File: config.mk
export PLATFORM = sky130hd
export DESIGN_NAME = conv_ctrl_param
export DESIGN_NICKNAME = d
export VERILOG_FILES = /design/src/rtl/conv_ctrl_param.sv
export SDC_FILE = /design/constraint.sdc
export NUM_CORES = 1
export LEC_CHECK = 0
export BUFFER_PORTS_ARGS = -buffer_cell sky130_fd_sc_hd__buf_2
export CAP_MARGIN = 10
export CORE_MARGIN = 10
export CORE_UTILIZATION = 40
export CTS_BUF_LIST = sky130_fd_sc_hd__clkbuf_4 sky130_fd_sc_hd__clkbuf_8
export CTS_CLUSTER_SIZE = 40
export DETAILED_ROUTE_END_ITERATION = 7
export SLEW_MARGIN = 20
export SYNTH_ARGS = -nofsm -noshare
export SYNTH_HDL_FRONTEND = slang
export SYNTH_SLANG_ARGS = --single-unit
File: constraint.sdc
create_clock -name clk -period 6 [get_ports clk]
set_input_delay 0.9 -clock clk [delete_from_list [all_inputs] [get_ports clk]]
set_output_delay 0.9 -clock clk [all_outputs]
set_load 0.02 [all_outputs]
File: src/rtl/conv_ctrl_param.sv
// Convolution sequencer: loads an image and a filter through a valid/ready
// port, walks every output pixel tap by tap to drive a MAC pipeline, writes
// each pixel's result and then streams the result buffer addresses out.
//
// Handshakes (both directions use the same rule): a word moves on a clk edge
// where valid and ready are both 1. in_ready is high for the whole load
// phase, so in_valid alone qualifies a load word. out_valid stays high in OUT
// and out_addr is held stable until out_ready accepts the current word.
module conv_ctrl_param #(
    parameter int IW  = 4,
    parameter int IH  = 4,
    parameter int K   = 3,
    parameter int S   = 1,
    parameter int CH  = 1,
    parameter int LAT = 2,
    parameter int AW  = 8
) (
    input  logic          clk,
    input  logic          rst,
    input  logic          go,
    input  logic          in_valid,
    output logic          in_ready,
    output logic          img_we,
    output logic          flt_we,
    output logic [AW-1:0] wr_addr,
    output logic [AW-1:0] rd_img_addr,
    output logic [AW-1:0] rd_flt_addr,
    output logic          mac_en,
    output logic          acc_clr,
    output logic          res_we,
    output logic [AW-1:0] res_addr,
    output logic          out_valid,
    input  logic          out_ready,
    output logic [AW-1:0] out_addr,
    output logic          busy,
    output logic          done
);

    localparam int OW = (IW - K) / S + 1;
    localparam int OH = (IH - K) / S + 1;
    localparam int NT = K * K * CH;
    localparam int NI = IW * IH * CH;
    localparam int NP = OW * OH;

    // Reject geometries the address walk cannot represent.
    generate
        if (S < 1 || K > IW || K > IH || ((IW - K) % S) != 0 || ((IH - K) % S) != 0 ||
            LAT < 1 || longint'(NI) > (longint'(1) << AW)) begin : g_bad_params
            $fatal(1, "conv_ctrl_param: illegal parameter set");
        end
    endgenerate

    typedef enum logic [2:0] {
        IDLE, LD_IMG, LD_FLT, CONV, DRAIN, WRES, OUT, FIN
    } state_t;

    // state is the observable FSM state for checkers.
    state_t state, state_nxt;

    logic [31:0] ld_cnt, kx, ky, c, ox, oy, lat_cnt, out_cnt;
    logic        ld_img_last, ld_flt_last, tap_last, pix_last, lat_last, out_last;
    logic [31:0] img_full, flt_full, res_full;

    assign ld_img_last = (ld_cnt == NI - 1);
    assign ld_flt_last = (ld_cnt == NT - 1);
    assign tap_last    = (kx == K - 1) && (ky == K - 1) && (c == CH - 1);
    assign pix_last    = (ox == OW - 1) && (oy == OH - 1);
    assign lat_last    = (lat_cnt == LAT - 1);
    assign out_last    = (out_cnt == NP - 1);

    assign img_full = (c * IH + oy * S + ky) * IW + ox * S + kx;
    assign flt_full = (c * K + ky) * K + kx;
    assign res_full = oy * OW + ox;

    // State register; reset aborts any operation in progress.
    always_ff @(posedge clk or negedge rst) begin
        if (!rst) state <= IDLE;
        else      state <= state_nxt;
    end

    // Next-state decode; go only matters in IDLE.
    always_comb begin
        state_nxt = state;
        case (state)
            IDLE:    if (go) state_nxt = LD_IMG;
            LD_IMG:  if (in_valid && ld_img_last) state_nxt = LD_FLT;
            LD_FLT:  if (in_valid && ld_flt_last) state_nxt = CONV;
            CONV:    if (tap_last) state_nxt = DRAIN;
            DRAIN:   if (lat_last) state_nxt = WRES;
            WRES:    state_nxt = pix_last ? OUT : CONV;
            OUT:     if (out_ready && out_last) state_nxt = FIN;
            FIN:     state_nxt = IDLE;
            default: state_nxt = IDLE;
        endcase
    end

    // Load, tap, pixel, latency and stream counters; each wraps to 0 on exit.
    always_ff @(posedge clk or negedge rst) begin
        if (!rst) begin
            ld_cnt  <= '0;
            kx      <= '0;
            ky      <= '0;
            c       <= '0;
            ox      <= '0;
            oy      <= '0;
            lat_cnt <= '0;
            out_cnt <= '0;
        end else begin
            case (state)
                LD_IMG: if (in_valid) ld_cnt <= ld_img_last ? '0 : ld_cnt + 1;
                LD_FLT: if (in_valid) ld_cnt <= ld_flt_last ? '0 : ld_cnt + 1;
                CONV: begin
                    if (kx != K - 1) begin
                        kx <= kx + 1;
                    end else begin
                        kx <= '0;
                        if (ky != K - 1) begin
                            ky <= ky + 1;
                        end else begin
                            ky <= '0;
                            c  <= (c == CH - 1) ? '0 : c + 1;
                        end
                    end
                end
                DRAIN: lat_cnt <= lat_last ? '0 : lat_cnt + 1;
                WRES: begin
                    if (ox != OW - 1) begin
                        ox <= ox + 1;
                    end else begin
                        ox <= '0;
                        oy <= (oy == OH - 1) ? '0 : oy + 1;
                    end
                end
                OUT: if (out_ready) out_cnt <= out_last ? '0 : out_cnt + 1;
                default: begin
                    ld_cnt  <= '0;
                    lat_cnt <= '0;
                    out_cnt <= '0;
                end
            endcase
        end
    end

    // Output decode from registered state/counters; load strobes follow in_valid.
    always_comb begin
        in_ready    = 1'b0;
        img_we      = 1'b0;
        flt_we      = 1'b0;
        wr_addr     = '0;
        rd_img_addr = '0;
        rd_flt_addr = '0;
        mac_en      = 1'b0;
        acc_clr     = 1'b0;
        res_we      = 1'b0;
        res_addr    = '0;
        out_valid   = 1'b0;
        out_addr    = '0;
        busy        = (state != IDLE);
        done        = 1'b0;
        case (state)
            LD_IMG: begin
                in_ready = 1'b1;
                img_we   = in_valid;
                wr_addr  = AW'(ld_cnt);
            end
            LD_FLT: begin
                in_ready = 1'b1;
                flt_we   = in_valid;
                wr_addr  = AW'(ld_cnt);
            end
            CONV: begin
                mac_en      = 1'b1;
                acc_clr     = (kx == 0) && (ky == 0) && (c == 0);
                rd_img_addr = AW'(img_full);
                rd_flt_addr = AW'(flt_full);
            end
            WRES: begin
                res_we   = 1'b1;
                res_addr = AW'(res_full);
            end
            OUT: begin
                out_valid = 1'b1;
                out_addr  = AW'(out_cnt);
            end
            FIN:     done = 1'b1;
            default: ;
        endcase
    end

endmodule

After elaboration in Yosys (flattened, before gate mapping)
Cells that the tools add are included.

word-level totals
  memories = 0
  output and inout bits = 49
  latch bits = 0
  flip-flop bits (word level) = 259
  RAM bits = 0
  ROM bits = 0
  logic and storage cells = 117

cells by class
  bitwise gates (word level) = 5
  shift operators = 0
  muxes and demuxes = 36
  reduce and logical (&&, ||, !) cells = 23
  $add $sub $neg = 15
  multipliers = 2
  div/mod/pow operators = 0
  eq/ne operators = 27
  order comparisons = 0

operators with widths
  operator                                                                   number
  32-bit 2-to-1 mux                                                          12
  32-bit by 1-bit adder with 32-bit output (second input constant)           8
  32-bit one-hot mux with 2 select lines                                     2
  32-bit by 1-bit == test with 1-bit output (second input constant)          3
  32-bit by 2-bit == test with 1-bit output (second input constant)          3
  32-bit zero test                                                           3
  32-bit one-hot mux with 3 select lines                                     1
  32-bit by 4-bit == test with 1-bit output (second input constant)          2
  32-bit by 2-bit inequality test with 1-bit output (second input constant)  2
  8-bit 2-to-1 mux                                                           5
  32-bit adder                                                               1
  8-bit adder                                                                4
  32-bit by 2-bit multiplier with 32-bit output (second input constant)      1
  32-bit by 2-bit multiplier with 8-bit output (second input constant)       1
  32-bit by 1-bit inequality test with 1-bit output (second input constant)  1
  3-bit one-hot mux with 8 select lines                                      1
  3-bit 2-to-1 mux                                                           7
  2-bit inequality test (second input constant)                              9
  6-bit adder                                                                2
  3-bit == test (second input constant)                                      4
  5-bit OR reduction                                                         2
  1-bit logical AND                                                          8
  1-bit 2-to-1 mux                                                           8
  3-bit by 2-bit == test with 1-bit output (second input constant)           2
  9 further kinds                                                            16

Logic depth before layout (Yosys ltp)
  word-level depth = 5
  gate-level depth with buffers = 17
  mapped depth without buffers = 17

Worst setup path after synthesis
No wires, ideal clock.

  path kind = reg2out
  start = reg c[0]
  end = out rd_flt_addr[7]
  path slack = 0.751 ns
  arrival time = 4.349 ns
  buffers on the path = 0
  cell stages (with the launch flop) = 18
  cell sequence = dfrtp_1 inv_1 fa_1 inv_1 ha_1 fa_1 and3_1 or3_1 and2_1 xor2_1 ha_1 ha_1 o21ai_0 o21bai_1 a21oi_1 xnor2_1 xnor3_1 nor2_1

on the way
  word-level cells in the longest chain between the ends = 5

RTL lines
  element                                        RTL line  source
  from (decl)                                    60        logic [31:0] ld_cnt, kx, ky, c, ox, oy, lat_cnt, out_cnt;
  from (signal assigned)                         121       c <= (c == CH - 1) ? '0 : c + 1;
  32-bit by 2-bit multiplier with 32-bit output  72        assign flt_full = (c * K + ky) * K + kx;
  32-bit adder                                   72
  32-bit by 2-bit multiplier with 8-bit output   72
  8-bit adder                                    72
  8-bit 2-to-1 mux                               160       case (state)
  to (decl)                                      27        output logic [AW-1:0] rd_flt_addr,

No other way between the ends.

Worst setup path after layout
Same ends and word-level chain as after synthesis.

==> reports/results.ini <==
[status]
outcome = finished, final reports clean

[yosys]
synthSimpleGateAreaFrac_pct = 25.3
synth-seq-cells = 259
synth_compound_area_share_pct = 8.74
synth_largest_area_cell = dfrtp_1
synth_area_um2 = 15400
ys_types = 69
synth_fa_ha_area_share_pct = 8.11
synth_ff_type = dfrtp_1
async_flop_share_pct = 100
yosysWarnings = 0
synth_cells = 1610
synth_top_family_by_area = simple AND/OR/NAND/NOR gates
synth_xor_area_share_pct = 11.9
avgSynthCellArea_um2 = 9.55
synth.area.top_cells = dfrtp_1 42%, xnor2_1 7.5%, ha_1 5.0%, xor2_1 4.2%, nor2_1 3.3%
synth_edf_count = 0
yosysSeqAreaShare_pct = 42.2
muxShareOfSynthArea_pct = 0.399
synth_top_area_share_pct = 42.2
syn_nets = 1700

[routing]
via_per_inst = 5.35
postRouteAntennaNets = 0
drt_pass1_iterations = 5
drc = 0
wl_per_cell_um = 16.1
routed_wl_mm = 35.9
drt-initial-drc-count = 851
vias = 11931

[critical_path]
criticalPathCategory = reg -> out
critPathMaxFanout = 3
worstRegToRegCells = 6
worstPathRequired_ps = 5100
crit_path_end_kind = output port
crit_path_max_incr_delay_ps = 550
cp_slowest_cell = fa_1
cp_cell_sequence = inv_2, fa_1, inv_1, ha_1, fa_2, and3_1, or3_1, and2_1, xor2_1, ha_1, ha_4, o21ai_2, o21bai_1, a21oi_1, xnor2_1, xnor3_1, nor2_1, buf_4
worstPathArrival_ps = 4860
cp_common_cell = ha_1
critPathBufInv = 3
critPathLaunchType = register
cp.depth = 18
cpLargestDelayFamily = adder cells

[timing]
slew_viol_final = 0
tns_ps = 0
tightest_slew_ps = 1080
relSlewSlack_pct = 27.6
setup_viol = 0
fmax_ghz = 0.174
finClkSkew_ps = 42.4
setup_ws_ps = 236
hold_viol_final = 0
fin_crit_ps = 5760
holdWs_ps = 193
rsz0062_at_grt = false
finalCritPeriodShare_pct = 96.1

[clocking]
clock-sinks = 259
cts_max_level = 2
clock_path_buffers = 3
insertion_delay_ps = 630
root_buffer = clkbuf_8
cts_buffers = 49
hold_buffers = 0
cts_tree = built
path_clk_slew_ps = 60

[run]
max-cap-violations = 0

[power]
vdd_drop_max_v = 0.000202
powerDensity_nw_per_um2 = 299
power_leakage_nw = 8.11
p_sw_share_pct = 35.2
p_comb_share_pct = 25.2
p_total_mw = 5.18
power.share.sequential_pct = 37.1
switching_power_mw = 1.83
intPower_mw = 3.36
p_clk_share_pct = 37.6

[min_path]
hold_class = in -> async

[layout]
final_area_um2 = 17300
nets = 1771
drive_gt1_share_pct = 11.2
antennaDiodeCount = 0
area_growth_pct = 12.8
stdcell_count = 2232
postLayoutCoreUtil_pct = 45.9

[placement]
port_buffers = 53
dpl_cell_area_um2 = 16100
place_hpwl_mm = 25.1
post-place-ws_ps = 464
finalWeightedCongestion = 0.814
placed_cells = 2137

[floorplanning]
coreArea_um2 = 37800
dieArea_um2 = 46700
num_io_pins = 54
die_w_um = 216
rows = 71
initial_utilization_pct = 40.7
die_h_um = 216

[grt]
antenna_found_initial = 0
grt_max_degree = 149
grt-ovfl-total = 0
grt.total_usage_pct = 15.4
grt_pass1_vias = 11877
grt_pass1_wl_mm = 60.6

cells in the final DEF, fill, tap and decap left out, types with 5 or more instances in the layout:
cell type,count
inv_1,81
o211ai_1,5
a31oi_1,9
a22o_1,12
o21ai_1,5
nor3_1,40
ha_1,61
xor2_1,74
o31ai_1,16
clkinv_2,10
nand4_1,64
buf_4,10
and2_1,38
and3_1,53
and4_1,19
o21ai_0,80
nor4_2,7
clkbuf_8,72
nand2b_1,6
nand2_1,132
dfrtp_1,256
nor2_1,136
or3_1,13
buf_2,51
a21o_1,19
xnor2_1,132
nand3b_1,8
fa_1,22
nor4_1,59
nand3_1,90
clkbuf_4,7
a21oi_1,45
nor2b_1,6
nor4b_1,8
mux2i_1,5
final timing paths:
path,start,to,slack (ps)
setup / recovery,c[0],rd_flt_addr[7],240
hold / removal,rst,c[26],190
setup reg to reg,state[1],ld_cnt[21],2810
hold reg to reg,kx[31],kx[31],470
max in group asynchronous,rst,ox[7],4640
min in group clk,kx[31],kx[31],470
sequential cells by signal (all words and copies together), names as in the netlist:
signal,count
ox,32
lat_cnt,32
ky,32
out_cnt,32
state,3
oy,32
kx,32
c,32
ld_cnt,32
worst reg2reg max path: cells and delay by family (launching register included):
| kind | cells | cell delay, ps |
|---|---|---|
| simple gates | 4 | 1650 |
| flops | 1 | 630 |
| compound gates | 1 | 250 |
| xor+xnor | 1 | 500 |
synth_stat cells (3+ instances only):
master / number
dfrtp_1: 259
nor2_1: 136
nand2_1: 132
xnor2_1: 132
nand3_1: 90
inv_1: 82
o21ai_0: 81
xor2_1: 74
nand4_1: 64
ha_1: 62
nor4_1: 59
and3_1: 53
a21oi_1: 45
nor3_1: 40
and2_1: 38
fa_1: 23
clkbuf_1: 20
a21o_1: 19
and4_1: 19
buf_2: 16
o31ai_1: 16
or3_1: 13
a22o_1: 12
a31oi_1: 9
nand3b_1: 8
nor4b_1: 8
nor4_2: 7
nand2b_1: 6
nor2b_1: 6
a211oi_1: 5
mux2i_1: 5
o211ai_1: 5
o21ai_1: 5
nor3_2: 4
o21a_1: 4
o21bai_1: 4
or4_1: 4
buf_4: 3
nand4_4: 3
o22ai_1: 3
routing by layer:
layer  up-vias  global-route usage [%]  share of wire (%)
li1       5857                       -                  -
met1      5818                    20.9                 48
met2       196                    24.3                 46
met3        60                    3.15                4.4
met4         0                    4.64                2.0
met5         -                       0                  0
area by class of cell:
type | count | area, µm²
fill | 3594 | 20400
multi-input combinational | 1224 | 8390
sequential | 259 | 6480
clock buffer | 78 | 1040
tap | 511 | 639
timing repair buffer | 64 | 373
inverter | 83 | 312
clock inverter | 13 | 100
power by group through the flow:
| stage | sequential (mW) | clock, mW | combinational (mW) |
|---|---|---|---|
| 2_1_floorplan | 1.88 | 0 | 0.978 |
| 4_1_cts | 1.92 | 2.01 | 1.32 |
| 3_5_place_dp | 1.96 | 0 | 1.31 |
| 6_report | 1.92 | 1.95 | 1.31 |
| 5_1_grt | 1.93 | 2.09 | 1.48 |
| 3_3_place_gp | 1.95 | 0 | 1.30 |
kinds of logic (layout without fill, tap and decap cells):
logic type,count (synthesis),after routing
muxes,6,6
buffers and inverters,127,238
and+or+nand+nor,707,707
adders and majority gates,86,86
xor gates and xnor gates,207,207
AOI/OAI and AO/OA,218,218
DFF,259,259
timing repair:
item                                    4_1_cts  5_1_grt
resized for setup                             2        8
buffers inserted                              3        0
pin swaps                                     0        3
hold endpoints to repair                      0        0
endpoints found under the setup margin        1        1
Note: power is estimated with default switching activity, not from simulation.
